**src/rtl/apb_reg_pkg.sv**
```systemverilog
// Shared types and helpers for the APB4 to register-bus bridge.
package apb_reg_pkg;

    typedef enum logic [1:0] {
        IDLE = 2'd0,
        REQ  = 2'd1,
        RESP = 2'd2
    } state_e;

    localparam int unsigned LegalDataWidths [2] = '{32, 64};

    // Wide enough to hold TimeoutCycles itself; never narrower than one bit.
    function automatic int unsigned cnt_width(input int unsigned timeout_cycles);
        if (timeout_cycles == 0) begin
            return 1;
        end
        return $clog2(timeout_cycles + 1);
    endfunction

endpackage

```
**src/rtl/apb_to_reg_bridge.sv**
```systemverilog
// APB4 slave to register-bus master bridge; requests and responses are all registered,
// with byte strobes, an optional privilege filter and a downstream timeout.
//
//   state | meaning
//   IDLE  | waiting for an APB access phase
//   REQ   | reg_valid_o high, waiting for reg_ready_i or timeout
//   RESP  | one-cycle pready_o pulse carrying captured rdata/err
module apb_to_reg_bridge
    import apb_reg_pkg::*;
#(
    parameter int unsigned AddrWidth     = 64,
    parameter int unsigned DataWidth     = 32,
    parameter int unsigned TimeoutCycles = 256,
    parameter bit          PrivOnly      = 1'b0,
    localparam int unsigned StrbWidth    = DataWidth / 8
) (
    input  logic                 clk_i,
    input  logic                 rst_ni,
    input  logic                 psel_i,
    input  logic                 penable_i,
    input  logic                 pwrite_i,
    input  logic [AddrWidth-1:0] paddr_i,
    input  logic [DataWidth-1:0] pwdata_i,
    input  logic [StrbWidth-1:0] pstrb_i,
    input  logic [2:0]           pprot_i,
    output logic [DataWidth-1:0] prdata_o,
    output logic                 pready_o,
    output logic                 pslverr_o,
    output logic                 reg_valid_o,
    output logic                 reg_write_o,
    output logic [AddrWidth-1:0] reg_addr_o,
    output logic [DataWidth-1:0] reg_wdata_o,
    output logic [StrbWidth-1:0] reg_wstrb_o,
    input  logic                 reg_ready_i,
    input  logic [DataWidth-1:0] reg_rdata_i,
    input  logic                 reg_error_i
);

    localparam int unsigned CntWidth = cnt_width(TimeoutCycles);
    localparam logic [CntWidth-1:0] CntLast =
        (TimeoutCycles == 0) ? '0 : CntWidth'(TimeoutCycles - 1);

    if (DataWidth != LegalDataWidths[0] && DataWidth != LegalDataWidths[1]) begin : g_bad_width
        $error("apb_to_reg_bridge: DataWidth must be 32 or 64");
    end

    state_e                 state_q, state_d;
    logic [CntWidth-1:0]    cnt_q, cnt_d;
    logic [AddrWidth-1:0]   addr_q, addr_d;
    logic                   write_q, write_d;
    logic [DataWidth-1:0]   wdata_q, wdata_d;
    logic [StrbWidth-1:0]   wstrb_q, wstrb_d;
    logic [DataWidth-1:0]   rdata_q, rdata_d;
    logic                   err_q, err_d;
    logic                   valid_q, valid_d;
    logic                   pready_q, pready_d;
    logic                   pslverr_q, pslverr_d;
    logic                   unused_prot;

    assign unused_prot = ^pprot_i[2:1];

    always_comb begin
        state_d = state_q;
        cnt_d   = cnt_q;
        addr_d  = addr_q;
        write_d = write_q;
        wdata_d = wdata_q;
        wstrb_d = wstrb_q;
        rdata_d = rdata_q;
        err_d   = err_q;

        unique case (state_q)
            IDLE: begin
                if (psel_i && penable_i) begin
                    if (PrivOnly && !pprot_i[0]) begin
                        err_d   = 1'b1;
                        rdata_d = '0;
                        state_d = RESP;
                    end else begin
                        addr_d  = paddr_i;
                        write_d = pwrite_i;
                        wdata_d = pwdata_i;
                        wstrb_d = pwrite_i ? pstrb_i : '0;
                        cnt_d   = '0;
                        state_d = REQ;
                    end
                end
            end
            REQ: begin
                if (reg_ready_i) begin
                    rdata_d = write_q ? '0 : reg_rdata_i;
                    err_d   = reg_error_i;
                    state_d = RESP;
                end else if (TimeoutCycles != 0 && cnt_q == CntLast) begin
                    rdata_d = '0;
                    err_d   = 1'b1;
                    state_d = RESP;
                end else if (cnt_q != '1) begin
                    cnt_d = cnt_q + 1'b1;
                end
            end
            RESP: begin
                state_d = IDLE;
            end
            default: begin
                state_d = IDLE;
            end
        endcase

        // Handshake outputs are registered copies of the next state.
        valid_d   = (state_d == REQ);
        pready_d  = (state_d == RESP);
        pslverr_d = (state_d == RESP) && err_d;
    end

    always_ff @(posedge clk_i or negedge rst_ni) begin
        if (!rst_ni) begin
            state_q   <= IDLE;
            cnt_q     <= '0;
            addr_q    <= '0;
            write_q   <= 1'b0;
            wdata_q   <= '0;
            wstrb_q   <= '0;
            rdata_q   <= '0;
            err_q     <= 1'b0;
            valid_q   <= 1'b0;
            pready_q  <= 1'b0;
            pslverr_q <= 1'b0;
        end else begin
            state_q   <= state_d;
            cnt_q     <= cnt_d;
            addr_q    <= addr_d;
            write_q   <= write_d;
            wdata_q   <= wdata_d;
            wstrb_q   <= wstrb_d;
            rdata_q   <= rdata_d;
            err_q     <= err_d;
            valid_q   <= valid_d;
            pready_q  <= pready_d;
            pslverr_q <= pslverr_d;
        end
    end

    assign reg_valid_o = valid_q;
    assign reg_write_o = write_q;
    assign reg_addr_o  = addr_q;
    assign reg_wdata_o = wdata_q;
    assign reg_wstrb_o = wstrb_q;
    assign prdata_o    = rdata_q;
    assign pready_o    = pready_q;
    assign pslverr_o   = pslverr_q;

endmodule

```
**config.mk**
```make
export PLATFORM = sky130hd
export DESIGN_NAME = apb_to_reg_bridge
export DESIGN_NICKNAME = d
export VERILOG_FILES = /design/src/rtl/apb_reg_pkg.sv /design/src/rtl/apb_to_reg_bridge.sv
export SDC_FILE = /design/constraint.sdc
export NUM_CORES = 1
export LEC_CHECK = 0
export ABC_AREA = 1
export BUFFER_PORTS_ARGS = -buffer_cell sky130_fd_sc_hd__buf_2
export CAP_MARGIN = 25
export CORE_ASPECT_RATIO = 1.2
export CORE_UTILIZATION = 30
export CTS_BUF_LIST = sky130_fd_sc_hd__clkbuf_8
export CTS_CLUSTER_DIAMETER = 80
export DETAILED_ROUTE_END_ITERATION = 8
export REMOVE_ABC_BUFFERS = 1
export SLEW_MARGIN = 5
export SYNTH_ARGS = -nofsm -noshare
export SYNTH_HDL_FRONTEND = slang
export SYNTH_SLANG_ARGS = --single-unit
```
**constraint.sdc**
```tcl
create_clock -name clk_i -period 2 [get_ports clk_i]
set_input_delay 0.1 -clock clk_i [delete_from_list [all_inputs] [get_ports clk_i]]
set_output_delay 0.1 -clock clk_i [all_outputs]
set_load 0.02 [all_outputs]
```
==> out/results.ini, run 1 <==
[status]
status = finished clean

[cts]
cts-htree-levels = 4
clk_pin_slew_ps = 90
root_buffer = clkbuf_8
cts_buffer_depth = 2
clk_latency_ps = 450
cts_sinks = 148
numCtsBuffers = 17
cts_tree = yes

[power_and_ir_drop]
clkPwrFrac_pct = 24.1
powerDensity_mw_per_mm2 = 1033
p_leak_nw = 5.198
netSwitchingPower_mw = 3.733
pwr-share-comb_pct = 33.2
ir_worst_vdd_mv = 0.4928
seqPwrFrac_pct = 42.7
p_int_mw = 5.941
swShare_pct = 38.59

[grt]
grt_max_degree = 57
grtUsageTotal_pct = 18.27
grt_pass1_wl_um = 28860
grt_pass1_vias = 5922
grt-ovfl-total = 0
antenna_found_initial = 0

[setup_path]
end_kind = register
critPathKind = register to register
cp.arrival_ps = 2190
critPathRequiredTime_ps = 2330
worst_setup_path_start_kind = register
cp_max_fo = 32

[sta]
max_slew_margin_pct = 63.91
hold_viol = 0
setup_ws_ps = 135.4
final_max_slew_viol_count = 0
setup_viol = 0
tightest_slew_ps = 541.4
rsz0062_at_grt = no
finalCriticalPeriod_ps = 1865
max_freq_mhz = 536.3
fin_worst_skew_ps = 12.64
final.period_utilization_pct = 93.23

[yosys]
synth.distinct_cells = 19
synth-seq-cells = 148
synthTopCellsByArea = dfrtp_1 63%, nand2_1 23%, o21ai_0 3.8%, nand3_1 3.2%, inv_1 1.2%
synthCells = 666
seq_area_frac_synth_pct = 63.23
yosysWarnings = 0
synth_area_leader_cell = dfrtp_1
netlist_area_sq_mm = 0.005857
synth.avg_cell_area_sq_um = 8.794
synth.top_cell.area_share_pct = 63.23

[finish]
fillerInstances = 1822
drive_above_1_share_pct = 30.14
fin_cells = 1352
syn_to_final_growth_pct = 59.84
nets = 1228

[placement]
dp_slack_ps = 154.4
portBuffers = 274
dpl.cell_count = 1176
gp_congestion = 0.7769
hpwl_um = 11020

[route]
postRouteAntennaNets = 0
drt_pass1_iterations = 4
drt_wl_total_um = 17850
drc_errors = 0
num_vias = 5914
vias_per_cell = 4.374
routedWlPerCell_um = 13.20
drtIter0Drc = 265

[min_path]
worst_hold_path_type = input pin to register

[floorplanning]
core-area_sq_mm = 0.01899
rows = 55
dieArea_sq_mm = 0.02009
dieWidth_um = 129.6
dieHeight_um = 155.1
start_util_pct = 30.84
io_pins = 278

[flow_run]
max_cap_violations = 0

==> per-layer routing <==
metal,track usage (%),vias up,wire (um)
met4,5.869,0,274
li1,-,2905,-
met1,21.15,2757,7209
met5,0,-,0
met3,5.055,22,1216
met2,32.33,230,9147
==> power groups by stage <==
stage | sequential (mW) | clock [mW] | combinational [mW]
3_3_place_gp | 4.15 | 0 | 2.95
3_5_place_dp | 4.16 | 0 | 2.99
2_1_floorplan | 5.08 | 0 | 0.777
4_1_cts | 4.12 | 2.45 | 3.20
5_1_grt | 4.22 | 2.56 | 3.52
6_report | 4.13 | 2.33 | 3.21
==> sequential cells by signal, indices dropped and copies added, names as in the netlist <==
register	flops
cnt_q	9
err_q	1
prdata_o	32
pready_o	1
pslverr_o	1
reg_addr_o	64
reg_valid_o	1
reg_wdata_o	32
reg_write_o	1
reg_wstrb_o	4
state_q	2
==> kinds of logic after synthesis <==
logic type | count (synthesis) | share of synthesized area, %
flip-flops | 148 | 63.23
adder cells (fa/ha/maj) | 4 | 0.8546
AND/OR/NAND/NOR | 413 | 27.69
buffers and inverters | 54 | 4.145
AO/OA/AOI/OAI | 47 | 4.081
==> final timing paths <==
check / start / end / slack, ps / depth (start not counted)
worst min-delay path: penable_i / state_q[0] / 60 / 3
worst max-delay path: cnt_q[1] / prdata_o[28] / 140 / 10
worst max register to register: cnt_q[1] / prdata_o[28] / 140 / 10
worst min register to register: reg_wdata_o[1] / reg_wdata_o[1] / 480 / 2
min in group asynchronous: rst_ni / pslverr_o / 120 / 2
max in group asynchronous: rst_ni / prdata_o[16] / 1250 / 3
==> synth_stat cells <==
| cell | instances |
|---|---|
| nor3_1 | 1 |
| inv_2 | 2 |
| nand4_1 | 1 |
| ha_1 | 4 |
| buf_4 | 6 |
| clkbuf_1 | 10 |
| nand3_2 | 2 |
| buf_2 | 14 |
| o22ai_1 | 1 |
| o21ai_0 | 45 |
| nor2_2 | 2 |
| nand2_1 | 356 |
| dfrtp_1 | 148 |
| inv_1 | 19 |
| buf_1 | 3 |
| nand2_2 | 1 |
| o21bai_1 | 1 |
| nand3_1 | 38 |
| nor2_1 | 12 |
==> what timing repair did <==
action / 4_1_cts / 5_1_grt
gates resized for setup: 0 / 4
hold buffers: 141 / 0
endpoints found under the hold margin: 285 / 0
endpoints found under the setup margin: 0 / 32
buffers inserted: 0 / 2
==> final cells by class <==
| cell class | instances | area [sq um] | area share [%] |
|---|---|---|---|
| sequential | 148 | 3704 | 39.56 |
| timing repair buffer | 430 | 2939 | 31.40 |
| multi-input combinational | 464 | 1928 | 20.60 |
| tap | 256 | 320.3 | 3.422 |
| clock buffer | 17 | 234.0 | 2.499 |
| clock inverter | 15 | 155.1 | 1.657 |
| inverter | 21 | 78.83 | 0.8420 |
| antenna | 1 | 2.502 | 0.02673 |
==> worst max-delay path, cell delays in order (launching register included) <==
cell     delay [ps]
dfrtp_1         390
ha_1            200
nand2_1          80
inv_1            70
nand2_1          70
nor2_1          190
ha_1            180
nor2_1           50
buf_4           220
o21ai_0         210
nand2_1          80
==> metrics by stage <==
step	utilization [%]	hold WS [ps]	total power, mW	instance area, sq um	setup TNS [ps]
2_1_floorplan	-	-195.6	5.860	5693	-115690
3_3_place_gp	39.66	30.70	7.107	7533	0
3_5_place_dp	39.66	32.89	7.148	7533	0
4_1_cts	49.14	9.482	9.773	9334	0
5_1_grt	49.28	66.99	10.30	9359	0
6_report	49.29	59.78	9.675	9361	0
==> layout by cell type (no fill, tap or decap) <==
master         instances
nand2_1              356
buf_2                273
dfrtp_1              148
dlygate4sd3_1        141
o21ai_0               44
nand3_1               38
inv_1                 19
clkbuf_8              17
buf_4                 12
nor2_1                10
inv_6                  7
nor2_2                 4
ha_1                   4
inv_8                  3
buf_12                 3
inv_2                  2
clkinv_4               2
diode_2                1
nand3_4                1
o21ai_1                1
nand3_2                1
nand2_4                1
nand4_1                1
o21bai_1               1
nor3_1                 1
o22ai_1                1
clkinv_2               1
clkinvlp_4             1
bufinv_16              1
buf_6                  1
(Power assumes the default switching activity.)
==> inputs of run 2 (changes only) <==
clock period = 2.3 ns   (was 2 ns; I/O delays follow)
==> run 2 against run 1 <==
  * Core utilization is 0.059 points higher
  * Worst setup slack better by 240 ps
  * Non-clock buffer count is 4 lower
  * Critical endpoint is now prdata_o[19]
==> out/results.ini, run 2 (synthesis results as in run 1) <==
[status]
status = finished clean

[power_and_ir_drop]
p_int_mw = 5.403  ; -9.1%
powerDensity_mw_per_mm2 = 914.5  ; -12%
swShare_pct = 36.96  ; -1.6 points
netSwitchingPower_mw = 3.168  ; -15%
ir_worst_vdd_mv = 0.4185  ; -15%
seqPwrFrac_pct = 41.9  ; -0.8 points
clkPwrFrac_pct = 25.6  ; +1.5 points
pwr-share-comb_pct = 32.5  ; -0.7 points
p_leak_nw = 5.200  ; about the same

[sta]
tightest_slew_ps = 599.9  ; +58.49 ps
hold_viol = 0  ; unchanged
final.period_utilization_pct = 83.56  ; -9.7 points
setup_viol = 0  ; unchanged
final_max_slew_viol_count = 0  ; unchanged
max_freq_mhz = 520.3  ; -3.0%
setup_ws_ps = 378.0  ; +242.6 ps
fin_worst_skew_ps = 10.08  ; -2.558 ps
finalCriticalPeriod_ps = 1922  ; +57.38 ps
rsz0062_at_grt = no
max_slew_margin_pct = 60.01  ; -3.9 points

[setup_path]
rr_startpoint = cnt_q[1]
end_kind = register
r2r_cells = 10  ; unchanged
path_cells = ha_1, nand2_1, inv_1, nand2_1, nor2_1, ha_1, nor2_1, buf_4, o21ai_0, nand2_1
crit_path_max_incr_delay_ps = 390  ; about the same
rr_endpoint = prdata_o[19]
r2r_slack_ps = 380  ; +240 ps
crit_slowest_cell = dfrtp_1
cp_max_fo = 32  ; unchanged
worst_setup_path_start_kind = register
critPathLaunch = cnt_q[1]
cp.arrival_ps = 2240  ; +50 ps
cpMostUsedCell = nand2_1
critPathRequiredTime_ps = 2620  ; +290 ps
cp_top_family = simple AND/OR/NAND/NOR gates
critPathKind = register to register
cp_num_buf_inv = 2  ; unchanged

[placement]
gp_congestion = 0.7749  ; -0.26%
dpl.cell_count = 1175  ; -0.085%
hpwl_um = 11020  ; about the same
portBuffers = 274  ; unchanged
dp_slack_ps = 414.4  ; +259.9 ps

[floorplanning]
rows = 55  ; unchanged
dieArea_sq_mm = 0.02009  ; unchanged
dieHeight_um = 155.1  ; unchanged
io_pins = 278  ; unchanged
start_util_pct = 30.84  ; unchanged
core-area_sq_mm = 0.01899  ; unchanged
dieWidth_um = 129.6  ; unchanged

[cts]
cts-htree-levels = 4  ; unchanged
root_buffer = clkbuf_8
cts_sinks = 148  ; unchanged
cts_buffer_depth = 2  ; unchanged
numCtsBuffers = 17  ; unchanged
clk_latency_ps = 440  ; about the same
clk_pin_slew_ps = 80  ; about the same
cts_tree = yes
ctsResizeCount = 0  ; unchanged

[min_path]
min_path_cells = 4  ; +1
worst_hold_path_type = input pin to register
hold_end = reg_addr_o[26]
hold_path.startpoint = psel_i

[finish]
final_util_pct = 49.35  ; +0.059 points
syn_to_final_growth_pct = 60.03
final_common_cell = nand2_1
fillerInstances = 1781  ; -2.3%
nets = 1224  ; -0.33%
largest_reg_flops = 64  ; unchanged
most-common-layout-cells = 356 x nand2_1, 273 x buf_2, 148 x dfrtp_1, 140 x dlygate4sd3_1, 45 x o21ai_0
antenna_cells = 0  ; -1
fin_cells = 1347  ; -0.37%
drive_above_1_share_pct = 29.70  ; -0.44 points

[grt]
use_met2_pct = 32.36  ; about the same
grt_pass1_wl_um = 28480  ; -1.3%
grt_use_met1_pct = 20.90  ; -0.25 points
grt_pass1_vias = 5936  ; +0.24%
gr-usage-met3_pct = 4.367  ; -0.69 points
antenna_found_initial = 0  ; unchanged
grt-ovfl-total = 0  ; unchanged
grt_max_degree = 63  ; +11%
grtUsageTotal_pct = 18.24  ; -0.034 points
busiest_layer = met2

[flow_run]
max_cap_violations = 0  ; unchanged

[route]
drt_pass1_iterations = 4  ; unchanged
routedWlPerCell_um = 13.25  ; +0.38%
num_vias = 5830  ; -1.4%
drc_errors = 0  ; unchanged
drt_wl_total_um = 17850  ; about the same
postRouteAntennaNets = 0  ; unchanged
vias_per_cell = 4.328  ; -1.1%
drtIter0Drc = 227  ; -14%

-- run 2: cell types whose count changed in the layout (fill, tap and decap cells not counted), sizes merged, moves of 2 or more --
cell | previous run | this run
inv | 31 | 26
buf | 289 | 286
bufinv | 1 | 3
clkbuf | 17 | 19
-- run 2: how the worst max path moves through the flow --
stage	end	slack, ps	cells after the start
CTS	prdata_o[7]	400	10
finish	prdata_o[19]	380	10
floorplan	reg_write_o	-860	4
global route	prdata_o[6]	170	10
detailed placement	prdata_o[7]	410	10
global placement	cnt_q[4]	470	12
-- run 2: area by class of cell --
class | count | area, sq um | area share (%)
sequential | 148 | 3704 | 39.51
clock buffer | 19 | 261.5 | 2.790
tap | 256 | 320.3 | 3.417
inverter | 21 | 78.83 | 0.8410
timing repair buffer | 426 | 2919 | 31.14
clock inverter | 13 | 171.4 | 1.829
multi-input combinational | 464 | 1918 | 20.46
-- run 2: worst min-delay path, delay by kind of cell --
| kind | cells | cell delay [ps] |
|---|---|---|
| AND/OR/NAND/NOR | 3 | 230 |
| buffers and inverters | 1 | 110 |
-- run 2: power by group through the flow --
stage | combinational (mW) | sequential (mW) | clock, mW
2_1_floorplan | 0.675 | 4.42 | 0
3_3_place_gp | 2.57 | 3.61 | 0
3_5_place_dp | 2.61 | 3.62 | 0
4_1_cts | 2.79 | 3.58 | 2.29
5_1_grt | 3.05 | 3.67 | 2.40
6_report | 2.79 | 3.59 | 2.20
-- run 2: through the flow --
stage                     power, mW  hold slack (ps)  TNS, ps  cell area (sq um)
after floorplan               5.095           -180.6   -77300               5693
after global placement        6.185            151.5        0               7538
after detailed placement      6.223            151.4        0               7538
after CTS                     8.665            13.72        0               9373
after global routing          9.121            39.68        0               9373
final                         8.571            50.91        0               9373
-- run 2: per-layer routing --
metal / wire length [um] / vias up
met4: 399 / 0
met5: 0 / -
met2: 9012 / 215
met1: 7275 / 2689
li1: - / 2894
met3: 1162 / 32
-- run 2: repair_timing --
action | CTS | global route
hold buffers | 140 | 0
hold endpoints to repair | 196 | 0
setup endpoints to repair | 0 | 0
setup buffers | 0 | 0
